==> src/rtl/frame_buffer_writer_if.sv <==
// Bundles the engine handshake, memory write port and frame status of the frame buffer writer.
// The writer connects through the slave modport; the engine/memory/display side uses master.
`timescale 1ns/1ps

interface frame_buffer_writer_if #(
   parameter int ADDR_W = 20
);
   logic              ready;
   logic [31:0]       data;
   logic              frame_ready;
   logic              send_data;
   logic              mem_we;
   logic [ADDR_W-1:0] mem_addr;
   logic [7:0]        mem_wdata;
   logic              mem_ack;
   logic              display_bank;
   logic              frame_done;
   logic              frame_error;

   modport master (
      output ready, data, frame_ready, mem_ack,
      input  send_data, mem_we, mem_addr, mem_wdata, display_bank, frame_done, frame_error
   );

   modport slave (
      input  ready, data, frame_ready, mem_ack,
      output send_data, mem_we, mem_addr, mem_wdata, display_bank, frame_done, frame_error
   );
endinterface

==> src/rtl/frame_buffer_writer.sv <==
// Pulls iteration counts from the rendering engine, maps them to colour indices and writes them
// into a double-buffered frame memory, swapping banks once a whole frame has been committed.
`timescale 1ns/1ps

module frame_buffer_writer #(
   parameter int X_SIZE   = 640,
   parameter int Y_SIZE   = 480,
   parameter int MAX_ITER = 255,
   parameter int ADDR_W   = 20
) (
   input logic                 clk,
   input logic                 rst_n,
   frame_buffer_writer_if.slave bus
);

   localparam logic [ADDR_W-1:0] FRAME_PIX = ADDR_W'(X_SIZE * Y_SIZE);
   localparam logic [ADDR_W-1:0] LAST_PIX  = ADDR_W'(X_SIZE * Y_SIZE - 1);
   localparam logic [31:0]       MAX_ITER_W = 32'(MAX_ITER);

   typedef enum logic [1:0] {
      IDLE,
      CAPTURE,
      HOLD,
      WRITE
   } state_t;

   state_t            state_q, state_d;
   logic              bank_q, bank_d;
   logic [ADDR_W-1:0] pixel_idx_q, pixel_idx_d;
   logic [ADDR_W-1:0] mem_addr_q, mem_addr_d;
   logic [7:0]        mem_wdata_q, mem_wdata_d;
   logic              mem_we_q, mem_we_d;
   logic              frame_done_q, frame_done_d;
   logic              frame_error_q, frame_error_d;

   logic [7:0]        colour;
   logic [ADDR_W-1:0] pixel_addr;

   // Counts at or above MAX_ITER are inside the set (black); the rest map to 1..255.
   assign colour = (bus.data >= MAX_ITER_W) ? 8'h00 :
                   (bus.data > 32'd254)     ? 8'hFF :
                                              bus.data[7:0] + 8'd1;

   assign pixel_addr = bank_q ? (FRAME_PIX + pixel_idx_q) : pixel_idx_q;

   always_comb begin
      state_d       = state_q;
      bank_d        = bank_q;
      pixel_idx_d   = pixel_idx_q;
      mem_addr_d    = mem_addr_q;
      mem_wdata_d   = mem_wdata_q;
      mem_we_d      = mem_we_q;
      frame_done_d  = 1'b0;
      frame_error_d = frame_error_q;

      case (state_q)
         IDLE: begin
            if (bus.ready) begin
               mem_wdata_d = colour;
               mem_addr_d  = pixel_addr;
               state_d     = CAPTURE;
            end else if (bus.frame_ready && (pixel_idx_q != '0)) begin
               // Short frame: flag it and restart the same bank from the top.
               frame_error_d = 1'b1;
               pixel_idx_d   = '0;
            end
         end
         CAPTURE: begin
            state_d = HOLD;
         end
         HOLD: begin
            // The engine's pointer lags one cycle, so ready is not looked at here.
            mem_we_d = 1'b1;
            state_d  = WRITE;
         end
         WRITE: begin
            if (bus.mem_ack) begin
               mem_we_d = 1'b0;
               state_d  = IDLE;
               if (pixel_idx_q == LAST_PIX) begin
                  pixel_idx_d  = '0;
                  bank_d       = ~bank_q;
                  frame_done_d = 1'b1;
               end else begin
                  pixel_idx_d = pixel_idx_q + ADDR_W'(1);
               end
            end
         end
         default: begin
            state_d = IDLE;
         end
      endcase
   end

   always_ff @(posedge clk or negedge rst_n) begin
      if (!rst_n) begin
         state_q       <= IDLE;
         bank_q        <= 1'b0;
         pixel_idx_q   <= '0;
         mem_addr_q    <= '0;
         mem_wdata_q   <= 8'h00;
         mem_we_q      <= 1'b0;
         frame_done_q  <= 1'b0;
         frame_error_q <= 1'b0;
      end else begin
         state_q       <= state_d;
         bank_q        <= bank_d;
         pixel_idx_q   <= pixel_idx_d;
         mem_addr_q    <= mem_addr_d;
         mem_wdata_q   <= mem_wdata_d;
         mem_we_q      <= mem_we_d;
         frame_done_q  <= frame_done_d;
         frame_error_q <= frame_error_d;
      end
   end

   assign bus.send_data    = (state_q == CAPTURE);
   assign bus.mem_we       = mem_we_q;
   assign bus.mem_addr     = mem_addr_q;
   assign bus.mem_wdata    = mem_wdata_q;
   assign bus.display_bank = ~bank_q;
   assign bus.frame_done   = frame_done_q;
   assign bus.frame_error  = frame_error_q;

endmodule
==> src/flat_wrapper.sv <==
// flat-port wrapper written by rule: the top's interface ports become plain ports
module frame_buffer_writer_flat 
#(
   parameter int X_SIZE   = 640,
   parameter int Y_SIZE   = 480,
   parameter int MAX_ITER = 255,
   parameter int ADDR_W   = 20
)
  (clk, rst_n, bus_ready, bus_data, bus_frame_ready, bus_mem_ack, bus_send_data, bus_mem_we, bus_mem_addr, bus_mem_wdata, bus_display_bank, bus_frame_done, bus_frame_error);
  frame_buffer_writer_if #(.ADDR_W(ADDR_W)) bus_i ();
  input logic clk;
  input logic rst_n;
  input wire logic [$bits(bus_i.ready)-1:0] bus_ready;
  input wire logic [$bits(bus_i.data)-1:0] bus_data;
  input wire logic [$bits(bus_i.frame_ready)-1:0] bus_frame_ready;
  input wire logic [$bits(bus_i.mem_ack)-1:0] bus_mem_ack;
  output wire logic [$bits(bus_i.send_data)-1:0] bus_send_data;
  output wire logic [$bits(bus_i.mem_we)-1:0] bus_mem_we;
  output wire logic [$bits(bus_i.mem_addr)-1:0] bus_mem_addr;
  output wire logic [$bits(bus_i.mem_wdata)-1:0] bus_mem_wdata;
  output wire logic [$bits(bus_i.display_bank)-1:0] bus_display_bank;
  output wire logic [$bits(bus_i.frame_done)-1:0] bus_frame_done;
  output wire logic [$bits(bus_i.frame_error)-1:0] bus_frame_error;
  assign bus_i.ready = bus_ready;
  assign bus_i.data = bus_data;
  assign bus_i.frame_ready = bus_frame_ready;
  assign bus_i.mem_ack = bus_mem_ack;
  assign bus_send_data = bus_i.send_data;
  assign bus_mem_we = bus_i.mem_we;
  assign bus_mem_addr = bus_i.mem_addr;
  assign bus_mem_wdata = bus_i.mem_wdata;
  assign bus_display_bank = bus_i.display_bank;
  assign bus_frame_done = bus_i.frame_done;
  assign bus_frame_error = bus_i.frame_error;
  frame_buffer_writer #(.X_SIZE(X_SIZE), .Y_SIZE(Y_SIZE), .MAX_ITER(MAX_ITER), .ADDR_W(ADDR_W)) u_core (.clk(clk), .rst_n(rst_n), .bus(bus_i));
endmodule
==> config.mk <==
export PLATFORM = sky130hd
export DESIGN_NAME = frame_buffer_writer_flat
export DESIGN_NICKNAME = d
export VERILOG_FILES = /design/src/rtl/frame_buffer_writer_if.sv /design/src/rtl/frame_buffer_writer.sv /design/src/flat_wrapper.sv
export SDC_FILE = /design/constraint.sdc
export NUM_CORES = 1
export LEC_CHECK = 0
export BUFFER_PORTS_ARGS = -buffer_cell sky130_fd_sc_hd__buf_2
export CAP_MARGIN = 20
export CORE_MARGIN = 2
export CORE_UTILIZATION = 54
export CTS_CLUSTER_SIZE = 10
export DETAILED_ROUTE_END_ITERATION = 6
export GPL_ROUTABILITY_DRIVEN = 0
export GPL_TIMING_DRIVEN = 0
export PLACE_DENSITY_LB_ADDON = 0.08
export SLEW_MARGIN = 20
export SYNTH_ARGS = -nofsm -noshare
export SYNTH_HDL_FRONTEND = slang
export SYNTH_SLANG_ARGS = --single-unit
==> constraint.sdc <==
create_clock -name clk -period 2.5 [get_ports clk]
set_clock_uncertainty 0.2 [all_clocks]
set_input_delay 0.25 -clock clk [delete_from_list [all_inputs] [get_ports clk]]
set_output_delay 0.25 -clock clk [all_outputs]
set_load 0.01 [all_outputs]
Yosys cells after proc, flatten, opt, wreduce, memory -nomap -nowiden

Cells that the tools add are included.

Register bits: 54
Input bits: 37
Output and inout port bits: 33
Logic and storage cells: 50

Add/sub/neg operators: 3
Magnitude comparators: 2
Equality and inequality tests: 8
Mux-type cells: 16
Bitwise gates (word level): 2
Reductions and logical operators: 11

Operators by type and width:

| cell                                                               | number |
|---|---|
| 2-to-1 mux 20 bit                                                  | 5 |
| one-hot mux 20 bit (2 select lines)                                | 1 |
| greater-or-equal comparator 32 x 8 -> 1 bit, second input constant | 1 |
| greater-than comparator 32 x 8 -> 1 bit, second input constant     | 1 |
| adder 19 x 20 -> 20 bit, first input constant                      | 1 |
| adder 20 x 1 -> 20 bit, second input constant                      | 1 |
| equality test 20 x 19 -> 1 bit, second input constant              | 1 |
| nonzero test 20 bit                                                | 1 |
| 2-to-1 mux 8 bit                                                   | 2 |
| adder 8 x 1 -> 8 bit, second input constant                        | 1 |
| one-hot mux 2 bit (4 select lines)                                 | 1 |
| != test 2 bit, second input constant                               | 3 |
| AND reduction 2 bit                                                | 3 |
| AND reduction 3 bit                                                | 2 |
| equality test 2 bit, second input constant                         | 2 |
| 2-to-1 mux 1 bit                                                   | 4 |
| 2-to-1 mux 2 bit                                                   | 2 |
| AND reduction 4 bit                                                | 1 |
| nonzero test 2 bit                                                 | 2 |
| equality test 2 x 1 -> 1 bit, second input constant                | 1 |
| zero test 2 bit                                                    | 1 |
| != test 2 x 1 -> 1 bit, second input constant                      | 1 |
| NOT 1 bit                                                          | 2 |
| one-hot mux 1 bit (2 select lines)                                 | 1 |
| logical AND 1 bit                                                  | 1 |

Depth between registers and ports, before layout

Depth after elaboration: 5
Mapped depth: 8
Depth with buffers taken out: 7

Worst setup path before layout

No wires, ideal clock.

Path kind: flip-flop to flip-flop
Start point: reg u_core.pixel_idx_q[0]
End point: reg u_core.pixel_idx_q[2]
Setup time: 0.129 ns
Arrival time: 1.674 ns
Setup slack: 0.496 ns
Cell stages (with the launch flop): 8
Path buffers: 1
Clock period less this slack: 2.004 ns
Cell sequence: dfrtp_1 ha_1 inv_1 nor4_4 a21oi_2 buf_4 a31oi_1 o22ai_1

Cells in the longest elaborated chain, start to end: 4
Elaborated cells on any way between the ends: 9

RTL lines:

| item                                                                              | line                                                 | source |
|---|---|---|
| start: declaration                                                                | frame_buffer_writer.sv:29                            | `logic [ADDR_W-1:0] pixel_idx_q, pixel_idx_d;` |
| start signal: assignment                                                          | frame_buffer_writer.sv:108                           | `pixel_idx_q <= pixel_idx_d;` |
| adder 20 x 1 -> 20 bit, or another cell as far along                              | frame_buffer_writer.sv:85                            | `pixel_idx_d = pixel_idx_q + ADDR_W'(1);` |
| 2-to-1 mux 20 bit / logical AND 1 bit (equally long branches)                     | frame_buffer_writer.sv:80, frame_buffer_writer.sv:62 |  |
| 2-to-1 mux 20 bit / != test 2 x 1 -> 1 bit (equally long branches)                | -                                                    |  |
| one-hot mux 20 bit (2 select lines) / AND reduction 4 bit (equally long branches) | -                                                    |  |

Several ways; a longest one is shown, not always the timed one. The select of a mux whose other input is x is not followed.
A chain may end at the register's enable or synchronous reset.

Final worst setup path

Start point: reg u_core.pixel_idx_q[7]
End point: reg u_core.pixel_idx_q[18]

Same word-level chain as after synthesis.

==> results_dict.tcl <==
set metrics [dict create \
    first_iter_violations 249 \
    grtUsageTotal_pct 24.8 \
    antenna_left 0 \
    drt-pass1-iter-count 4 \
    ys.flop_type "dfrtp_1" \
    rows 27 \
    async_flop_share_pct 100 \
    min_from "bus_mem_ack" \
    slowest_stage "dfrtp_1" \
    drcViolationCount 0 \
    cts_sinks 54 \
    slew_viol_final 0 \
    vias_per_cell 5.68 \
    die_w_um 78.6 \
    leakagePower_uw 0.00169 \
    period_share_pct 91.8 \
    required_ns 2.49 \
    worstHoldPathCells 2 \
    worstHoldPathType "input port to register" \
    via_count 2679 \
    path_clk_slew_ns 0.09 \
    core_area_um2 5440 \
    max_stage_delay_ns 0.46 \
    io_pins 70 \
    drv_cap 0 \
    outcome "complete, no violations" \
    path_cells "nor4_1 -> nand4b_1 -> o21a_1 -> clkbuf_2 -> a32oi_1 -> o41ai_1" \
    yosys_warnings 0 \
    die_y_um 78.6 \
    cts_tree "done" \
    cpLargestDelayFamily "simple AND/OR/NAND/NOR gates" \
    max_slew.worst_pin.slew_ns 0.709 \
    drt-total-wl_mm 7.00 \
    r2r_setup_slack_ns 0.21 \
    endpoint_kind "register" \
    final-setup-viol-count 0 \
    ys_seq_elements 54 \
    critPathMaxFanout 10 \
    start_util_pct 55.2 \
    seq_area_frac_synth_pct 45.0 \
    final_area_um2 3610 \
    crit_path_start_kind "register" \
    synthCells 320 \
    clockBufferDepth 2 \
    port-buffer-count 69 \
    yosys.cell_types.count 45 \
    synth.net_count 370 \
    r2r_cells 6 \
    root_buffer "clkbuf_8" \
    final_nets 450 \
    die_area_um2 6180 \
    grt_pass1_wl_mm 12.1 \
    drt-wirelength-per-cell_um 14.8 \
    rsz0062_at_grt "no" \
    cts_made_buffers 5 \
    grt_max_degree 55 \
    seqCellArea_um2 1350 \
    p_per_area_nw_per_um2 764 \
    reg2reg_to "u_core.pixel_idx_q[18]$_DFFE_PN0P_" \
    n_fill_cell 483 \
    htreeDepth 2 \
    slew_headroom_pct 52.3 \
    critical_path_class "register to register" \
    synth-edff-count 0 \
    diodes 0 \
    cp.buffers_inverters 1 \
    fmax_ghz 0.436 \
    fin_setup_tns_ns 0 \
    clkLatencyLatePin_ns 0.30 \
    layout-drive-gt1-share_pct 25.0 \
    post-route-min-period_ns 2.29 \
    fin_ws_ns 0.205 \
    r2r-start "u_core.pixel_idx_q[7]$_DFFE_PN0P_" \
    post-place-ws_ns 0.0710 \
    min_to "u_core.bus.mem_we$_DFFE_PN0P_" \
    hpwlAfterDp_mm 5.14 \
    ir_drop_mv 0.605 \
    synthToLayoutAreaGrowth_pct 20.0 \
    multiInputGateArea_um2 1530 \
    first_global_vias 2588 \
    arrival_ns 2.28 \
    placed_area_um2 3440 \
    grt-ovfl-total 0 \
    syn-cell-area_um2 3000 \
    avgSynthCellArea_um2 9.39 \
    finalHoldViolCount 0 \
    grt_antenna_before_repair 0 \
]
[how the worst max path moves through the flow]
stage	from	end	slack, ns	cells after the start
2_1_floorplan	u_core.pixel_idx_q[0]$_DFFE_PN0P_	u_core.pixel_idx_q[2]$_DFFE_PN0P_	0.50	7
3_3_place_gp	u_core.pixel_idx_q[14]$_DFFE_PN0P_	u_core.pixel_idx_q[18]$_DFFE_PN0P_	0.07	7
3_5_place_dp	u_core.pixel_idx_q[14]$_DFFE_PN0P_	u_core.pixel_idx_q[18]$_DFFE_PN0P_	0.07	7
4_1_cts	u_core.pixel_idx_q[14]$_DFFE_PN0P_	u_core.pixel_idx_q[18]$_DFFE_PN0P_	0.05	7
5_1_grt	u_core.state_q[0]$_DFFE_PN0P_	u_core.bus.mem_wdata[6]$_DFFE_PN0P_	0.06	5
6_report	u_core.pixel_idx_q[7]$_DFFE_PN0P_	u_core.pixel_idx_q[18]$_DFFE_PN0P_	0.21	6
[final cells by class]
| cell class | instances | share of cell area [%] |
|---|---|---|
| well taps | 72 | 2.50 |
| clock inverters | 1 | 0.833 |
| clock buffers | 6 | 2.29 |
| plain buffers | 11 | 1.60 |
| repair buffers | 73 | 10.5 |
| inverters | 23 | 2.39 |
| flip-flops and latches | 54 | 37.5 |
| multi-input cells | 232 | 42.4 |
[logic make-up (layout without fill, tap and decap cells)]
kind of cell	count (synthesis)	count (layout)	share of synthesized area (%)
AND/OR/NAND/NOR	114	114	20.0
AO/OA/AOI/OAI	81	81	17.2
flip-flops	54	54	45.0
buffers and inverters	34	114	4.75
adder cells (fa/ha/maj)	13	13	5.41
XOR/XNOR	13	13	3.79
multiplexers	11	11	3.96
[cell usage after synthesis, types with 2 or more instances]
master / number / area, µm²
dfrtp_1: 54 / 1350
nor2_1: 13 / 48.8
a21oi_1: 14 / 70.1
inv_1: 22 / 82.6
nor3_1: 4 / 20.0
clkbuf_1: 6 / 22.5
nand4_1: 12 / 75.1
a31oi_1: 16 / 100
a22o_1: 8 / 70.1
nand3_1: 12 / 60.1
xor2_1: 4 / 35.0
mux2_2: 7 / 78.8
o21ai_0: 24 / 120
nand2b_1: 4 / 25.0
ha_1: 13 / 163
and4_1: 2 / 17.5
mux2i_1: 4 / 40.0
buf_2: 3 / 15.0
nand3b_1: 4 / 30.0
nor4_1: 10 / 62.6
nand2_1: 43 / 161
o41ai_1: 2 / 17.5
o22ai_1: 7 / 43.8
nand4b_1: 2 / 17.5
xnor2_1: 9 / 78.8
a211oi_1: 2 / 15.0
[per-stage QoR]
stage / power [µW] / hold slack, ns / utilization [%] / cells
after floorplan: 1790 / -0.246 / - / 320
after detailed placement: 2150 / 0.128 / 63.3 / 461
after global routing: 2950 / 0.0225 / 66.3 / 472
after global placement: 2120 / 0.248 / 63.2 / 461
final: 2750 / 0.0197 / 66.3 / 472
after CTS: 2750 / 0.00606 / 65.5 / 469
[power by group]
group          switching, µW  internal, µW
Combinational            695           387
Clock                    269           321
Sequential              76.8          1000
[metal layers]
metal / GRT usage [%] / wire length (µm)
met2: 41.5 / 3400
met5: 0 / 0
met3: 4.14 / 325
met4: 7.19 / 119
met1: 33.3 / 3160
[state kept, by name, summed over array words and instances (netlist names)]
| register | cells |
|---|---|
| u_core.bus.mem_addr | 20 |
| u_core.pixel_idx_q | 20 |
| u_core.bus.mem_wdata | 8 |
| u_core.state_q | 2 |
| u_core.bank_q | 1 |
| u_core.bus.frame_done | 1 |
| u_core.bus.frame_error | 1 |
| u_core.bus.mem_we | 1 |
[timing repair]
action	4_1_cts	5_1_grt
setup endpoints to repair	0	17
resized for setup	0	5
setup buffers	0	3
hold buffers	1	0
endpoints found under the hold margin	54	0
[cells in the final DEF, fill, tap and decap left out, types with 2 or more instances in the layout]
cell type	synthesis	layout
a211oi_1	2	2
nand2b_1	4	4
a21oi_1	14	14
dfrtp_1	54	54
xnor2_1	9	9
clkbuf_8	0	6
nand2_1	43	42
nor2_1	13	13
clkbuf_1	6	5
a22o_1	8	8
nand3b_1	4	4
mux2i_1	4	4
inv_1	22	22
xor2_1	4	4
a31oi_1	16	16
nor4_1	10	9
o22ai_1	7	7
buf_4	1	5
nand4b_1	2	2
o21ai_0	24	24
and4_1	2	2
ha_1	13	13
mux2_2	7	7
nor3_1	4	4
nand4_1	12	12
o41ai_1	2	2
buf_2	3	71
nand3_1	12	12
nor4_4	1	2
No activity file was read; power rests on OpenSTA's default activity.
